File: config.mk
export PLATFORM = sky130hd
export DESIGN_NAME = serial_adder_ctrl_flat
export DESIGN_NICKNAME = d
export VERILOG_FILES = /design/src/rtl/serial_adder_ctrl_if.sv /design/src/rtl/serial_adder_ctrl.sv /design/src/flat_wrapper.sv
export SDC_FILE = /design/constraint.sdc
export NUM_CORES = 1
export LEC_CHECK = 0
export CAP_MARGIN = 20
export CORE_AREA = 2 2 62 64
export CTS_CLUSTER_DIAMETER = 120
export DETAILED_ROUTE_END_ITERATION = 8
export DIE_AREA = 0 0 64 66
export GPL_ROUTABILITY_DRIVEN = 0
export PLACE_DENSITY_LB_ADDON = 0.15
export SLEW_MARGIN = 20
export SYNTH_ARGS = -nofsm -noshare
export SYNTH_HDL_FRONTEND = slang
export SYNTH_SLANG_ARGS = --single-unit
File: constraint.sdc
create_clock -name clk -period 4.29 [get_ports clk]
set_input_delay 0.429 -clock clk [delete_from_list [all_inputs] [get_ports clk]]
set_output_delay 0.429 -clock clk [all_outputs]
set_load 0.02 [all_outputs]
File: src/rtl/serial_adder_ctrl_if.sv
// serial_adder_ctrl_if: requester <-> bit-serial adder bundle.
// Optional feature macro: SERIAL_ADD_OVF_EN adds the signed-overflow flag.
//
// Handshake: start is a request pulse sampled on the rising clock edge. It is
// accepted only in IDLE or DONE; while busy=1 it is ignored. Completion is a
// single-cycle done pulse; sum/carry (and ovf) are valid in that cycle and are
// held until the next completion. state is a debug view of the controller FSM.
interface serial_adder_ctrl_if #(
  parameter int WIDTH = 8
);
  logic             start;
  logic [WIDTH-1:0] a;
  logic [WIDTH-1:0] b;
  logic             busy;
  logic             done;
  logic [WIDTH-1:0] sum;
  logic             carry;
`ifdef SERIAL_ADD_OVF_EN
  logic             ovf;
`endif
  logic [1:0]       state;

`ifdef SERIAL_ADD_OVF_EN
  modport master (output start, a, b, input busy, done, sum, carry, ovf, state);
  modport slave  (input start, a, b, output busy, done, sum, carry, ovf, state);
`else
  modport master (output start, a, b, input busy, done, sum, carry, state);
  modport slave  (input start, a, b, output busy, done, sum, carry, state);
`endif
endinterface

File: src/rtl/serial_adder_ctrl.sv
// serial_adder_ctrl: bit-serial adder controller. Two half adders form one
// full-adder slice that is stepped across WIDTH cycles, LSB first.
// Optional feature macro: SERIAL_ADD_OVF_EN (registered signed-overflow output).
module serial_adder_ctrl #(
  parameter int WIDTH = 8
) (
  input logic               clk,
  input logic               rst,
  serial_adder_ctrl_if.slave bus
);

  localparam int CW = (WIDTH > 1) ? $clog2(WIDTH) : 1;
  localparam logic [CW-1:0] LAST = CW'(WIDTH - 1);

  typedef enum logic [1:0] {
    IDLE = 2'd0,
    RUN  = 2'd1,
    DONE = 2'd2
  } state_t;

  state_t           state;
  logic [WIDTH-1:0] a_sh;
  logic [WIDTH-1:0] b_sh;
  logic [WIDTH-1:0] s_sh;
  logic             c_reg;
  logic [CW-1:0]    cnt;
  logic             busy_r;
  logic             done_r;
  logic [WIDTH-1:0] sum_r;
  logic             carry_r;
`ifdef SERIAL_ADD_OVF_EN
  logic             ovf_r;
`endif

  // Half adder ha0: current operand bits.
  logic ha0_sum, ha0_carry;
  assign ha0_sum   = a_sh[0] ^ b_sh[0];
  assign ha0_carry = a_sh[0] & b_sh[0];

  // Half adder ha1: ha0 result plus the stored carry.
  logic ha1_sum, ha1_carry;
  assign ha1_sum   = ha0_sum ^ c_reg;
  assign ha1_carry = ha0_sum & c_reg;

  logic             c_next;
  logic [WIDTH-1:0] s_next;
  assign c_next = ha0_carry | ha1_carry;
  // New bit enters at the MSB so after WIDTH shifts bit 0 lands at index 0.
  assign s_next = (s_sh >> 1) | (WIDTH'(ha1_sum) << (WIDTH - 1));

  // Controller FSM with capture, bit sequencing and result registers.
  always_ff @(posedge clk) begin
    if (rst) begin
      state   <= IDLE;
      a_sh    <= '0;
      b_sh    <= '0;
      s_sh    <= '0;
      c_reg   <= 1'b0;
      cnt     <= '0;
      busy_r  <= 1'b0;
      done_r  <= 1'b0;
      sum_r   <= '0;
      carry_r <= 1'b0;
`ifdef SERIAL_ADD_OVF_EN
      ovf_r   <= 1'b0;
`endif
    end else begin
      case (state)
        IDLE: begin
          done_r <= 1'b0;
          if (bus.start) begin
            a_sh   <= bus.a;
            b_sh   <= bus.b;
            c_reg  <= 1'b0;
            cnt    <= '0;
            busy_r <= 1'b1;
            state  <= RUN;
          end
        end
        RUN: begin
          a_sh  <= a_sh >> 1;
          b_sh  <= b_sh >> 1;
          s_sh  <= s_next;
          c_reg <= c_next;
          if (cnt == LAST) begin
            // Last bit: publish the result on the same edge as entering DONE.
            state   <= DONE;
            busy_r  <= 1'b0;
            done_r  <= 1'b1;
            sum_r   <= s_next;
            carry_r <= c_next;
`ifdef SERIAL_ADD_OVF_EN
            // c_reg holds the carry into the MSB during this cycle.
            ovf_r   <= c_reg ^ c_next;
`endif
          end else begin
            cnt <= cnt + 1'b1;
          end
        end
        DONE: begin
          done_r <= 1'b0;
          if (bus.start) begin
            a_sh   <= bus.a;
            b_sh   <= bus.b;
            c_reg  <= 1'b0;
            cnt    <= '0;
            busy_r <= 1'b1;
            state  <= RUN;
          end else begin
            state <= IDLE;
          end
        end
        default: begin
          state  <= IDLE;
          busy_r <= 1'b0;
          done_r <= 1'b0;
        end
      endcase
    end
  end

  assign bus.busy  = busy_r;
  assign bus.done  = done_r;
  assign bus.sum   = sum_r;
  assign bus.carry = carry_r;
`ifdef SERIAL_ADD_OVF_EN
  assign bus.ovf   = ovf_r;
`endif
  assign bus.state = state;

endmodule
File: src/flat_wrapper.sv
// flat-port wrapper written by rule: the top's interface ports become plain ports
module serial_adder_ctrl_flat 
#(
  parameter int WIDTH = 8
)
  (clk, rst, bus_start, bus_a, bus_b, bus_busy, bus_done, bus_sum, bus_carry, bus_state);
  serial_adder_ctrl_if #(.WIDTH(WIDTH)) bus_i ();
  input logic clk;
  input logic rst;
  input wire logic [$bits(bus_i.start)-1:0] bus_start;
  input wire logic [$bits(bus_i.a)-1:0] bus_a;
  input wire logic [$bits(bus_i.b)-1:0] bus_b;
  output wire logic [$bits(bus_i.busy)-1:0] bus_busy;
  output wire logic [$bits(bus_i.done)-1:0] bus_done;
  output wire logic [$bits(bus_i.sum)-1:0] bus_sum;
  output wire logic [$bits(bus_i.carry)-1:0] bus_carry;
  output wire logic [$bits(bus_i.state)-1:0] bus_state;
  assign bus_i.start = bus_start;
  assign bus_i.a = bus_a;
  assign bus_i.b = bus_b;
  assign bus_busy = bus_i.busy;
  assign bus_done = bus_i.done;
  assign bus_sum = bus_i.sum;
  assign bus_carry = bus_i.carry;
  assign bus_state = bus_i.state;
  serial_adder_ctrl #(.WIDTH(WIDTH)) u_core (.clk(clk), .rst(rst), .bus(bus_i));
endmodule
==> impl_metrics.py, run 1 <==
metrics = {
    "status": {
        "status": "finished clean",
    },
    "cts": {
        "cts.clk_slew.worst_paths_ns": 0.12,
        "cts-resized-gates": 0,
        "root_buffer": "clkbuf_4",
        "htreeDepth": 2,
        "post_cts_buffers": 0,
        "ctsHoldBuffers": 0,
        "cts_sinks": 40,
        "cts_tree": "done",
        "clk_path_buf_depth": 2,
        "insertion_delay_ns": 0.35,
        "numCtsBuffers": 5,
    },
    "power_and_ir_drop": {
        "p_sw_mw": 0.192,
        "pwr-share-clk_pct": 32.1,
        "p_comb_share_pct": 14.0,
        "powerDensity_nw_per_um2": 366,
        "power_frac_seq_pct": 53.9,
        "leakage_nw": 0.702,
        "internal_power_mw": 0.565,
        "switching_share_pct": 25.4,
        "ir_drop_uv": 206,
    },
    "placement": {
        "portBuffers": 31,
        "place_ws_ns": 1.99,
        "hpwl_mm": 2.29,
    },
    "detailed_routing": {
        "wl_mm": 3.34,
        "vias_per_cell": 5.29,
        "first_pass_iters": 4,
        "final_antenna_net_count": 0,
        "vias": 1343,
        "drt-initial-drc-count": 81,
        "post_drt_wl_per_cell_um": 13.2,
        "drc": 0,
    },
    "worst_setup_path": {
        "worstPathArrival_ns": 2.14,
        "path_cells": "clkdlybuf4s50_1",
        "r2r-start": "u_core.bus.state[0]",
        "crit_buf_inv": 1,
        "cpMaxStageDelayCell": "dfxtp_1",
        "endpoint_kind": "primary output",
        "critPathLaunchType": "register",
        "crit_family": "flip-flops",
        "cp-startpoint": "u_core.bus.state[0]",
        "path_max_fanout": 23,
        "worstSetupPathType": "register to primary output",
        "crit_required_ns": 3.86,
        "cp_slowest_stage_delay_ns": 1.03,
    },
    "synthesis": {
        "synthCells": 181,
        "synth_edf_count": 0,
        "synth.most_common_cell": "dfxtp_1",
        "ys_ff_latch": 40,
        "syn-num-nets": 203,
        "synth_top_cell_by_area": "dfxtp_1",
        "syn_area_per_cell_um2": 9.41,
        "ys_async_sr_fraction_pct": 0,
        "yosysUniqueCellTypes": 25,
        "ys.flop_type": "dfxtp_1",
        "synth_top_cell_area_share_pct": 47.0,
        "yosysSeqAreaShare_pct": 47.0,
        "ys_top_cells_by_area": "dfxtp_1 47%, a211oi_2 9.6%, mux2i_1 8.2%",
        "ys_warn_count": 0,
        "synthTopCellsByCount": "40 x dfxtp_1, 28 x nand2_1, 24 x a21oi_1",
        "syn_area_um2": 1700,
    },
    "grt": {
        "antenna_found_initial": 0,
        "grt_pass1_wl_mm": 5.98,
        "grt_overflow": 0,
        "grt_start_max_net_pins": 41,
        "grt_pass1_vias": 1375,
        "grt_usage_pct": 18.3,
    },
    "finish": {
        "layout.nets": 227,
        "drive_gt1_share_pct": 11.7,
        "final_util_pct": 58.3,
        "antennaDiodeCount": 0,
        "area_delta_synth_final_pct": 21.5,
    },
    "sta": {
        "max_slew_margin_pct": 30.9,
        "rsz0062_at_grt": "false",
        "tightest_slew_ns": 1.03,
        "hold_viol": 0,
        "setup_slack_ns": 1.72,
        "slew_violations": 0,
        "fin_skew_ns": 0.0123,
        "setup-tns-final_ns": 0,
        "period_share_pct": 60.0,
        "clock.fmax_mhz": 389,
        "finalSetupViolations": 0,
        "min_period_ns": 2.57,
    },
    "floorplan": {
        "coreArea_um2": 3550,
        "die_h_um": 66,
        "die_w_um": 64,
        "initial_core_util_pct": 48.0,
        "row_count": 22,
        "dieArea_um2": 4220,
        "ioPinCount": 32,
    },
    "run": {
        "cap_violations": 0,
    },
    "hold_path": {
        "hold_class": "register to register",
        "worstHoldStart": "u_core.bus.sum[2]",
    },
}
[routing by layer]
metal | up-vias | share of wire [%] | wire (um) | GRT usage, %
met5 | - | 0 | 0 | 0
met1 | 629 | 45 | 1510 | 20.1
met3 | 7 | 4.3 | 143 | 4.60
met4 | 0 | 2.0 | 67 | 8.97
li1 | 686 | - | - | -
met2 | 21 | 49 | 1620 | 32.7
[cells in the final DEF, fill, tap and decap left out, drive strengths merged, types with 2 or more instances in the layout]
| cell type | synthesis | layout |
|---|---|---|
| mux2i | 14 | 14 |
| nand2 | 29 | 29 |
| a211oi | 14 | 14 |
| nor2 | 3 | 3 |
| clkbuf | 4 | 6 |
| clkdlybuf4s50 | 0 | 31 |
| a21oi | 24 | 24 |
| dfxtp | 40 | 40 |
| nand3 | 15 | 15 |
| ha | 2 | 2 |
| nand2b | 2 | 2 |
| nor3 | 15 | 15 |
[final timing paths]
kind / to / slack [ns] / cells past startpoint
max reg2reg: u_core.a_sh[4] / 1.99 / 3
max: bus_state[0] / 1.72 / 1
min: u_core.bus.sum[2] / 0.47 / 2
min reg2reg: u_core.bus.sum[2] / 0.47 / 2
[through the flow]
| step | hold WS, ns | instance area [um^2] | instances | power, mW |
|---|---|---|---|---|
| floorplan | 0.437 | 1700 | 181 | 0.496 |
| global placement | 0.445 | 1990 | 246 | 0.519 |
| detailed placement | 0.451 | 1990 | 246 | 0.524 |
| CTS | 0.463 | 2070 | 254 | 0.762 |
| global route | 0.476 | 2070 | 254 | 0.793 |
| finish | 0.470 | 2070 | 254 | 0.757 |
[area by class of cell]
class | instances | area, um^2
fillers | 307 | 1480
multi-input cells | 126 | 815
flip-flops and latches | 40 | 801
repair buffers | 32 | 318
well taps | 48 | 60.1
clock buffers | 6 | 41.3
clock inverters | 2 | 35.0
[kinds of logic after synthesis]
kind of cell             count (synthesis)  share of synthesized area, %
AO/OA/AOI/OAI                           39                          17.3
buffers and inverters                   15                          5.29
AND/OR/NAND/NOR                         70                          19.5
flip-flops                              40                          47.0
multiplexers                            14                          8.23
adder cells (fa/ha/maj)                  3                          2.64
[power by group through the flow]
stage | logic, mW | registers, mW | clock network [mW]
final | 0.106 | 0.408 | 0.243
after CTS | 0.107 | 0.408 | 0.246
after global routing | 0.118 | 0.412 | 0.264
after global placement | 0.103 | 0.416 | 0
after floorplan | 0.0858 | 0.410 | 0
after detailed placement | 0.107 | 0.417 | 0
No activity file was read; power rests on OpenSTA's default activity.
==> inputs of run 2 (changes only) <==
clock period = 2.4 ns   (was 4.29 ns; I/O delays follow)
==> run 2 against run 1 <==
  * Hold slack lost 0.044 ns
  * Sequential power up 76%
  * Critical path type is now register to register
  * Register-to-register slack got worse by 1.4 ns
  * Wire length rose by 3.4%
  * Critical path depth is 4 higher
  * Combinational power rose by 94%
  * Largest cell class unchanged
==> impl_metrics.py, run 2 (same netlist as run 1, synthesis figures left out) <==
metrics = {
    "finish": {
        "layout_common_cells": "40 x dfxtp_1, 31 x clkdlybuf4s50_1, 28 x nand2_1",
        "layout.nets": 230,
        "area_delta_synth_final_pct": 21.8,
        "layout_commonest_cell": "dfxtp_1",
        "antennaDiodeCount": 0,
        "drive_gt1_share_pct": 12.9,
    },
    "sta": {
        "period_share_pct": 73.9,
        "clock.fmax_mhz": 564,
        "hold_viol": 0,
        "rsz0062_at_grt": "false",
        "fin_skew_ns": 0.0136,
        "setup-tns-final_ns": 0,
        "min_period_ns": 1.77,
        "tightest_slew_ns": 0.512,
        "slew_violations": 0,
        "max_slew_margin_pct": 65.9,
        "finalSetupViolations": 0,
    },
    "floorplan": {
        "dieArea_um2": 4220,
        "initial_core_util_pct": 48.0,
        "coreArea_um2": 3550,
        "row_count": 22,
        "die_h_um": 66,
        "ioPinCount": 32,
        "die_w_um": 64,
    },
    "power_and_ir_drop": {
        "powerDensity_nw_per_um2": 620,
        "ir_drop_uv": 428,
        "leakage_nw": 0.712,
        "power_mw": 1.29,
    },
    "worst_setup_path": {
        "worstSetupPathType": "register to register",
        "rrSetupSlack_ns": 0.63,
        "critPathLaunchType": "register",
        "crit_top_cell": "ha_1",
        "crit_required_ns": 2.64,
        "path_cells": "ha_1, ha_1, nand3b_1, nand2_1, a21oi_1",
        "cp_slowest_stage_delay_ns": 0.45,
        "worstPathArrival_ns": 2.02,
        "path_max_fanout": 15,
        "endpoint_kind": "register",
        "cpMaxStageDelayCell": "ha_1",
    },
    "cts": {
        "cts_sinks": 40,
        "cts_tree": "done",
        "numCtsBuffers": 5,
        "clk_path_buf_depth": 2,
        "post_cts_buffers": 0,
        "cts-resized-gates": 0,
        "insertion_delay_ns": 0.35,
        "htreeDepth": 2,
        "root_buffer": "clkbuf_4",
        "cts.clk_slew.worst_paths_ns": 0.12,
        "ctsHoldBuffers": 0,
    },
    "run": {
        "cap_violations": 0,
    },
    "placement": {
        "hpwl_mm": 2.43,
        "portBuffers": 31,
    },
    "detailed_routing": {
        "vias_per_cell": 5.35,
        "drt-initial-drc-count": 68,
        "first_pass_iters": 3,
        "drc": 0,
        "vias": 1374,
        "post_drt_wl_per_cell_um": 13.4,
        "wl_mm": 3.46,
        "final_antenna_net_count": 0,
    },
    "grt": {
        "grt_pass1_vias": 1361,
        "grt_usage_pct": 18.0,
        "grt_start_max_net_pins": 32,
        "antenna_found_initial": 0,
        "grt_pass1_wl_mm": 5.86,
        "grt_overflow": 0,
    },
    "hold_path": {
        "hold_class": "input port to register",
    },
    "status": {
        "status": "finished clean",
    },
}
==> run 2: worst paths after layout <==
kind,startpoint,endpoint,cells past startpoint
worst min-delay path,bus_b[7],u_core.b_sh[7],3
worst min register to register,u_core.bus.sum[3],u_core.bus.sum[3],2
worst max-delay path,u_core.cnt[0],u_core.bus.sum[4],5
worst max register to register,u_core.cnt[0],u_core.bus.sum[4],5
==> run 2: area by class of cell <==
cell class,instances,area (um^2)
Multi-Input combinational cell,126,812
Timing Repair Buffer,35,340
Fill cell,319,1480
Sequential cell,40,801
Clock buffer,6,51.3
Clock inverter,2,10.0
Tap cell,48,60.1
==> run 2: report_power, final <==
part	internal, mW	switching, mW
logic	0.0956	0.110
clock network	0.139	0.222
registers	0.699	0.0211
total	0.934	0.353
==> run 2: critical path: cells and delay by family, from the launching register on <==
kind | cells | cell delay (ns)
fa+ha+maj | 2 | 0.61
simple gates | 2 | 0.59
flops | 1 | 0.38
compound gates | 1 | 0.08
==> run 2: layer usage <==
layer | part of all wire (%) | routed length [um] | up-vias | GRT usage [%]
met4 | 1.4 | 49 | 0 | 6.79
met5 | 0 | 0 | - | 0
met2 | 47 | 1630 | 19 | 30.6
met1 | 48 | 1650 | 654 | 20.9
met3 | 3.7 | 129 | 7 | 5.96
li1 | - | - | 694 | -
==> run 2: per-stage QoR <==
| step | cell area, um^2 | util (%) | hold slack (ns) | cells | worst slack [ns] |
|---|---|---|---|---|---|
| floorplan | 1700 | - | 0.376 | 181 | 1.01 |
| global placement | 2010 | 56.7 | 0.444 | 249 | 0.755 |
| detailed placement | 2010 | 56.7 | 0.452 | 249 | 0.649 |
| CTS | 2070 | 58.4 | 0.417 | 257 | 0.608 |
| global route | 2070 | 58.4 | 0.431 | 257 | 0.444 |
| finish | 2070 | 58.4 | 0.425 | 257 | 0.626 |
